### src/rtl/regfile_wb_ctrl.sv
// Purpose: register-file write-port controller. It arbitrates ALU and load
//          results onto D/D_Addr/D_En and keeps a busy scoreboard for decode.
// Latency: a result selected in cycle N shows D_En/D_Addr/D in N+1. Its busy bit
//          clears at the end of N+1.
// Backpressure: ALU results are never refused. A load is refused (mem_ready low)
//          while the single hold slot is occupied.
//
// Ports:
//   clk, reset                  rising-edge clock, async active-high reset
//   issue_valid/issue_rd/issue_ready    decode claims a destination register
//   alu_valid/alu_rd/alu_data           single-cycle ALU result, always taken
//   mem_valid/mem_rd/mem_data/mem_ready handshaked load result
//   s_addr/t_addr -> s_busy/t_busy      combinational scoreboard queries
//   D_En/D_Addr/D                       registered register-file write port
//   err                                 sticky: result arrived for a non-busy rd
//   wb_count                            committed-write counter, wraps
module regfile_wb_ctrl #(
    parameter int DATA_W = 32,
    parameter int CNT_W  = 16
) (
    input  logic              clk,
    input  logic              reset,

    input  logic              issue_valid,
    input  logic [4:0]        issue_rd,
    output logic              issue_ready,

    input  logic              alu_valid,
    input  logic [4:0]        alu_rd,
    input  logic [DATA_W-1:0] alu_data,

    input  logic              mem_valid,
    input  logic [4:0]        mem_rd,
    input  logic [DATA_W-1:0] mem_data,
    output logic              mem_ready,

    input  logic [4:0]        s_addr,
    input  logic [4:0]        t_addr,
    output logic              s_busy,
    output logic              t_busy,

    output logic              D_En,
    output logic [4:0]        D_Addr,
    output logic [DATA_W-1:0] D,

    output logic              err,
    output logic [CNT_W-1:0]  wb_count
);

    // ------------------------------------------------------------------
    // State
    // ------------------------------------------------------------------
    logic [31:0]       busy;
    logic [31:0]       busy_nxt;

    logic              hold_valid;
    logic [4:0]        hold_rd;
    logic [DATA_W-1:0] hold_data;

    // Result chosen this cycle
    logic              sel_valid;
    logic [4:0]        sel_rd;
    logic [DATA_W-1:0] sel_data;
    logic              take_hold;
    logic              load_hold;

    logic              issue_fire;
    logic              commit_wr;
    logic              err_set;

    // ------------------------------------------------------------------
    // Scoreboard queries and handshakes
    // ------------------------------------------------------------------
    assign s_busy      = busy[s_addr];
    assign t_busy      = busy[t_addr];

    // r0 is never tracked, so a claim on it is always granted.
    assign issue_ready = ~busy[issue_rd] | (issue_rd == 5'd0);
    assign issue_fire  = issue_valid & issue_ready & (issue_rd != 5'd0);

    assign mem_ready   = ~hold_valid;

    // ------------------------------------------------------------------
    // Result selection: ALU first, then the parked load, then a fresh load.
    // The hold slot exists so a load that collides with an ALU result is
    // still accepted that cycle and drained on the next one.
    // ------------------------------------------------------------------
    always_comb begin
        sel_valid = 1'b0;
        sel_rd    = 5'd0;
        sel_data  = '0;
        take_hold = 1'b0;
        if (alu_valid) begin
            sel_valid = 1'b1;
            sel_rd    = alu_rd;
            sel_data  = alu_data;
        end else if (hold_valid) begin
            sel_valid = 1'b1;
            sel_rd    = hold_rd;
            sel_data  = hold_data;
            take_hold = 1'b1;
        end else if (mem_valid & mem_ready) begin
            sel_valid = 1'b1;
            sel_rd    = mem_rd;
            sel_data  = mem_data;
        end
    end

    assign load_hold = alu_valid & mem_valid & mem_ready;

    // Results for r0 are swallowed: no write, no count, no error.
    assign commit_wr = sel_valid & (sel_rd != 5'd0);
    assign err_set   = commit_wr & ~busy[sel_rd];

    // ------------------------------------------------------------------
    // Scoreboard next state. The clear for the register being written now
    // is applied first, so a claim of the same rd on the same edge wins.
    // ------------------------------------------------------------------
    always_comb begin
        busy_nxt = busy;
        if (D_En) begin
            busy_nxt[D_Addr] = 1'b0;
        end
        if (issue_fire) begin
            busy_nxt[issue_rd] = 1'b1;
        end
        busy_nxt[0] = 1'b0;
    end

    always_ff @(posedge clk or posedge reset) begin
        if (reset) begin
            busy <= '0;
        end else begin
            busy <= busy_nxt;
        end
    end

    // ------------------------------------------------------------------
    // Hold slot. A load and a drain cannot happen in the same cycle: a load
    // needs the slot empty, and a drain needs it full with no ALU result.
    // ------------------------------------------------------------------
    always_ff @(posedge clk or posedge reset) begin
        if (reset) begin
            hold_valid <= 1'b0;
            hold_rd    <= 5'd0;
            hold_data  <= '0;
        end else if (load_hold) begin
            hold_valid <= 1'b1;
            hold_rd    <= mem_rd;
            hold_data  <= mem_data;
        end else if (take_hold) begin
            hold_valid <= 1'b0;
        end
    end

    // ------------------------------------------------------------------
    // Write port. Address and data only move on a real write, so D_Addr is
    // never 0 while D_En is high. They keep their last value otherwise.
    // ------------------------------------------------------------------
    always_ff @(posedge clk or posedge reset) begin
        if (reset) begin
            D_En   <= 1'b0;
            D_Addr <= 5'd0;
            D      <= '0;
        end else begin
            D_En <= commit_wr;
            if (commit_wr) begin
                D_Addr <= sel_rd;
                D      <= sel_data;
            end
        end
    end

    // ------------------------------------------------------------------
    // Status: sticky error and a wrapping count of committed writes.
    // ------------------------------------------------------------------
    always_ff @(posedge clk or posedge reset) begin
        if (reset) begin
            err      <= 1'b0;
            wb_count <= '0;
        end else begin
            if (err_set) begin
                err <= 1'b1;
            end
            if (D_En) begin
                wb_count <= wb_count + CNT_W'(1);
            end
        end
    end

endmodule
### config.mk
export PLATFORM = sky130hd
export DESIGN_NAME = regfile_wb_ctrl
export DESIGN_NICKNAME = d
export VERILOG_FILES = /design/src/rtl/regfile_wb_ctrl.sv
export SDC_FILE = /design/constraint.sdc
export NUM_CORES = 1
export LEC_CHECK = 0
export CAP_MARGIN = 5
export CORE_MARGIN = 3
export CORE_UTILIZATION = 42
export DETAILED_ROUTE_END_ITERATION = 10
export MAX_ROUTING_LAYER = met4
export PLACE_DENSITY_LB_ADDON = 0.12
export SLEW_MARGIN = 40
export SYNTH_ARGS = -nofsm -noshare
export SYNTH_HDL_FRONTEND = slang
export SYNTH_SLANG_ARGS = --single-unit
### constraint.sdc
create_clock -name clk -period 8.5 [get_ports clk]
set_clock_uncertainty 0.05 [all_clocks]
set_input_delay 2.55 -clock clk [delete_from_list [all_inputs] [get_ports clk]]
set_output_delay 2.55 -clock clk [all_outputs]
set_load 0.005 [all_outputs]
==> results.cfg, run 1 <==
[sta]
finalHoldViolations = 0
setup_viol = 0
slew_viol_final = 0
finalSetupTns_ns = 0
max_slew_margin = 0.4643
period_minus_slack_ns = 7.755
fmax_ghz = 0.1289
rsz0062_at_grt = no
worst_pin_slew_ns = 0.8036
hold_ws_ns = 0.4293
fin_crit_sh = 0.9124

[clock_network]
post-cts-setup-buffers = 0
cts_sinks = 124
root_buffer = clkbuf_16
clock_path_buffers = 2
cts_buffers = 17
htree_levels = 4
cts-resized-gates = 0
postCtsHoldBufs = 0
cts_tree = yes
clkLatencyLatePin_ns = 0.42
clkSlewWorstSetupHoldPaths_ns = 0.06

[logic_synthesis]
synth_area_leaders = dfrtp_1, mux4_2, mux2_2
synth_top_area_share = 0.4709
synth_top_cell_by_area = dfrtp_1
ys_seq_elements = 124
synth-xor-area-share = 0.01994
synth-adder-area-share = 0.001899
synth_ff_type = dfrtp_1
syn_avg_cell_area_um2 = 10.36
synthesis.nets = 731
async_flop_share = 1.000
synthCells = 636
synth_warnings = 0
synthSimpleGateAreaFrac = 0.1318
synthMuxAreaShare = 0.1724
synth_top_family_by_area = multiplexers
synth_compound_area_frac = 0.1694
synthDistinctLibCells = 50
syn_area_um2 = 6589
seq_area_frac_synth = 0.4709
synth_edf_count = 0

[power_and_ir_drop]
seqPwrFrac = 0.413
switchingPower_mw = 0.7166
p_sw_frac = 0.3150
peakVddDrop_mv = 0.1528
p_per_area_nw_per_um2 = 256.7
clockPowerShare = 0.328
p_int_mw = 1.558
cellLeakagePower_nw = 3.510
pwr-share-comb = 0.259

[floorplan]
fp.coreArea_um2 = 15260
start_util = 0.4318
design.die.area_um2 = 17230
die_h_um = 131.3
dieWidth_um = 131.3
rows = 45
io_pins = 153

[grt]
grt_usage = 0.2461
grt_pass1_wl_um = 32690
grt_max_degree = 78
grt_antenna_before_repair = 0
grt_overflow_total = 0
grt_pass1_vias = 5803

[critical_path]
crit_path_start_kind = primary input
endpoint_kind = output pin
r2r-start = hold_valid
arrival_ns = 5.16
rrSetupSlack_ns = 5.66
critPathRequiredTime_ns = 5.90
cp_max_fo = 16
startpoint = issue_rd[1]
path_class = in -> out
worstRegToRegCells = 7
r2r_end = D[4]

[drt]
vias = 5652
ant_nets = 0
routed_wl_um = 20020
routedWlPerCell_um = 20.18
drc = 0
dr.pass1.iters = 5
drt_iter0_drc = 479
vias_per_cell = 5.698

[layout]
drive_above_1_share = 0.1536
antennaDiodeCount = 0
syn_to_final_growth_pct = 34.49
instances_no_fill = 992
final_nets = 863

[placed_design]
hpwl_um = 13660
port_buffers = 152
globalplace.congestion = 0.8762
dp_cells = 960

[worst_hold_path]
hold_path.class = reg -> reg
hold_depth = 1
hp-start = wb_count[15]
holdPathEnd = wb_count[15]

[job]
max-cap-violations = 0

[status]
status = finished, final reports clean
worst max path at each step:
| stage | end | slack (ns) | depth (start not counted) |
|---|---|---|---|
| finish | issue_ready | 0.74 | 6 |
| global route | issue_ready | 0.54 | 6 |
| CTS | issue_ready | 0.71 | 6 |
| detailed placement | issue_ready | 0.74 | 6 |
| global placement | issue_ready | 0.73 | 6 |
| floorplan | s_busy | 1.67 | 4 |
final cells by class:
cell class | instances | area [um^2]
clock inverters | 11 | 130.1
flip-flops and latches | 124 | 3103
repair buffers | 157 | 1558
multi-input cells | 457 | 3279
clock buffers | 21 | 480.5
well taps | 211 | 264.0
fillers | 1293 | 6397
inverters | 11 | 46.29
kinds of logic (layout without fill, tap and decap cells):
group | count (synthesis) | after routing
compound gates | 195 | 195
xor+xnor | 15 | 15
fa+ha+maj | 1 | 1
buf+inv | 55 | 200
flops | 124 | 124
mux | 73 | 73
simple gates | 173 | 173
cells in the final DEF, fill, tap and decap left out, types with 4 or more instances in the layout:
master | Yosys | layout
mux4_2 | 28 | 28
and3_1 | 9 | 9
nand4_1 | 8 | 8
clkbuf_16 | 0 | 17
a21oi_1 | 45 | 45
nand3_1 | 7 | 7
nor2_1 | 43 | 43
nand2_1 | 68 | 67
nand3b_1 | 13 | 13
clkbuf_8 | 0 | 4
o21ai_0 | 98 | 98
inv_1 | 11 | 10
clkdlybuf4s50_1 | 0 | 151
inv_6 | 0 | 6
a22oi_1 | 26 | 26
xnor2_1 | 12 | 12
buf_4 | 0 | 4
dfrtp_1 | 124 | 124
or3b_2 | 4 | 4
mux2_2 | 44 | 44
o211ai_1 | 5 | 5
power groups by stage:
stage / clock, mW / sequential (mW) / combinational [mW]
after global routing: 0.795 / 0.954 / 0.648
after CTS: 0.766 / 0.933 / 0.593
final: 0.747 / 0.939 / 0.589
after detailed placement: 0 / 0.941 / 0.590
after global placement: 0 / 0.933 / 0.571
after floorplan: 0 / 0.845 / 0.377
critical path: stages:
cell and delay, ns:
clkdlybuf4s50_1 0.85, mux4_2 0.40, and3_1 0.23, nor4_4 0.36, a21boi_0 0.24, clkdlybuf4s50_1 0.53
sequential cells by signal, summed over array words and instances, names as in the netlist:
name	count
wb_count	16
D_Addr	5
busy	31
hold_data	32
err	1
D	32
hold_valid	1
hold_rd	5
D_En	1
synthesized netlist by cell type (2+ instances only):
cell and count:
a21o_1 3, a21oi_1 45, a22oi_1 26, a32oi_1 2, and3_1 9, and3b_1 2
buf_1 8, buf_2 6, clkbuf_1 29, dfrtp_1 124, inv_1 11, mux2_2 44
mux4_2 28, nand2_1 68, nand2b_1 3, nand3_1 7, nand3b_1 13, nand4_1 8
nand4b_1 3, nor2_1 43, nor2b_1 3, nor3_1 2, o211ai_1 5, o21a_1 2
o21ai_0 98, o21ai_1 2, o22ai_1 2, or3_1 2, or3b_2 4, xnor2_1 12
xor2_1 3
metal layers:
layer,wire [um],global-route usage
met4,481,0.09452
met3,1695,0.08461
met1,8566,0.3118
met2,9276,0.3666
met5,0,-
metrics by stage:
stage | utilization | setup WS [ns] | power [mW] | area [um^2]
2_1_floorplan | - | 1.666 | 1.222 | 6589
3_3_place_gp | 0.5396 | 0.7306 | 1.504 | 8234
3_5_place_dp | 0.5403 | 0.7405 | 1.531 | 8244
4_1_cts | 0.5803 | 0.7088 | 2.292 | 8855
5_1_grt | 0.5807 | 0.5399 | 2.397 | 8861
6_report | 0.5807 | 0.7446 | 2.275 | 8861
(Power assumes the default switching activity.)
==> inputs of run 2 (changes only) <==
- GPL_ROUTABILITY_DRIVEN: unset -> 0
==> run 2 against run 1 <==
Compared with the run above: first-iteration DRC count increased by 15%; non-clock buffer count unchanged; highest routed layer unchanged; wire length decreased by 3.0%; register-to-register slack about the same; sequential share of layout area about the same; critical path type unchanged.
==> results.cfg, run 2 (synthesis gave the netlist of run 1 again) <==
[placed_design]
hpwl_um = 13220
port_buffers = 152

[sta]
rsz0062_at_grt = no
max_slew_margin = 0.4752
finalSetupTns_ns = 0
slew_viol_final = 0
finalHoldViolations = 0
fin_crit_sh = 0.9255
hold_ws_ns = 0.4287
period_minus_slack_ns = 7.867
setup_viol = 0
worst_pin_slew_ns = 0.7873
fmax_ghz = 0.1271

[critical_path]
crit_path_start_kind = primary input
r2r_end = D[28]
endpoint_kind = output pin
path_depth = 7
cpMostUsedCell = clkdlybuf4s50_1
rrSetupSlack_ns = 5.66
cp_cell_sequence = clkdlybuf4s50_1 > buf_4 > mux4_2 > nor2b_1 > nor4_4 > a21boi_0 > clkdlybuf4s50_1
crit_buf_inv = 3
crit_path_end = issue_ready
path_class = in -> out
r2r-start = hold_valid
cp_max_fo = 12
worstRegToRegCells = 8
critPathRequiredTime_ns = 5.90
cp_top_family = buffers and inverters
slowest_delay_ns = 0.68
startpoint = issue_rd[0]
crit_slowest_cell = clkdlybuf4s50_1
arrival_ns = 5.27

[clock_network]
cts_tree = yes
cts_buffers = 17
cts_sinks = 124
clkLatencyLatePin_ns = 0.42
htree_levels = 4
cts-resized-gates = 0
post-cts-setup-buffers = 0
clkSlewWorstSetupHoldPaths_ns = 0.06
postCtsHoldBufs = 0
clock_path_buffers = 2
root_buffer = clkbuf_16

[worst_hold_path]
hold_path.class = reg -> reg

[layout]
final_nets = 863
layout_commonest_cell = clkdlybuf4s50_1
mostFrequentLayoutCells = clkdlybuf4s50_1, dfrtp_1, o21ai_0, nand2_1, a21oi_1
reg_top3 = D (32), hold_data (32), busy (31)
syn_to_final_growth_pct = 34.58
drive_above_1_share = 0.1526
antennaDiodeCount = 0

[power_and_ir_drop]
cellLeakagePower_nw = 3.497
pwr-share-comb = 0.254
p_sw_frac = 0.3135
peakVddDrop_mv = 0.1532
seqPwrFrac = 0.414
p_per_area_nw_per_um2 = 259.6
switchingPower_mw = 0.7217
p_int_mw = 1.581
clockPowerShare = 0.332

[grt]
grt_max_degree = 79
grt_pass1_vias = 5895
grt_usage = 0.2376
grt_pass1_wl_um = 31830
grt_antenna_before_repair = 0
grt_overflow_total = 0

[floorplan]
io_pins = 153
fp.coreArea_um2 = 15260
rows = 45
start_util = 0.4318
dieWidth_um = 131.3
design.die.area_um2 = 17230
die_h_um = 131.3

[drt]
drc = 0
routed-wl-met2_um = 9034
routed-wl-met3_um = 1738
drt-met1-wl_um = 7947
routed_wl_um = 19410
vias_per_cell = 5.785
top_layer = met4
routedWlPerCell_um = 19.59
drt_iter0_drc = 553
vias = 5733
ant_nets = 0
dr.pass1.iters = 5

[status]
status = finished, final reports clean

[job]
max-cap-violations = 0
==> run 2: cell types whose count changed in the layout (fill, tap and decap cells not counted), sizes merged <==
cell | before | now
bufinv | 2 | 4
clkbuf | 21 | 17
clkinvlp | 1 | 5
inv | 16 | 13
==> run 2: worst register-to-register path: stages, from the launching register on <==
cell,delay (ns)
dfrtp_1,0.37
buf_4,0.28
nor2b_4,0.64
a22oi_1,0.17
o21ai_1,0.51
nor4b_4,0.08
buf_4,0.33
nand2_1,0.16
o21ai_0,0.10
==> run 2: stage by stage <==
step	power (mW)	cell area, um^2	instances	utilization	worst slack (ns)
after floorplan	1.222	6589	636	-	1.666
after global placement	1.503	8234	960	0.5396	0.6984
after detailed placement	1.532	8248	960	0.5405	0.6348
after CTS	2.304	8867	991	0.5811	0.6322
after global routing	2.409	8867	991	0.5811	0.5206
final	2.302	8867	991	0.5811	0.6332
==> run 2: worst min-delay path by stage <==
stage,startpoint,endpoint,slack (ns),cells past startpoint
2_1_floorplan,wb_count[15],wb_count[15],0.41,1
3_3_place_gp,wb_count[15],wb_count[15],0.41,1
3_5_place_dp,wb_count[15],wb_count[15],0.41,1
4_1_cts,wb_count[15],wb_count[15],0.43,1
5_1_grt,D[14],D[14],0.46,2
6_report,wb_count[15],wb_count[15],0.43,1
==> run 2: layer usage <==
layer | GRT usage | vias to the layer above
met5 | - | -
met2 | 0.3592 | 303
met1 | 0.2958 | 2770
met3 | 0.08040 | 68
li1 | - | 2592
met4 | 0.09568 | 0
==> run 2: area by class of cell <==
class	instances	area [um^2]
clock buffer	17	425.4
tap	211	264.0
multi-input combinational	457	3279
clock inverter	14	193.9
inverter	11	43.79
sequential	124	3103
timing repair buffer	157	1558
fill	1336	6391
==> run 2: power by group through the flow <==
stage | sequential (mW) | combinational (mW) | clock, mW
6_report | 0.954 | 0.585 | 0.763
5_1_grt | 0.960 | 0.643 | 0.806
4_1_cts | 0.938 | 0.588 | 0.777
3_5_place_dp | 0.946 | 0.586 | 0
3_3_place_gp | 0.938 | 0.565 | 0
2_1_floorplan | 0.845 | 0.377 | 0
==> inputs of run 3 (changes only) <==
- CAP_MARGIN: 5 -> 20
==> results of run 3 <==
No change in the layout: final DEF, timing and power equal those of run 2.
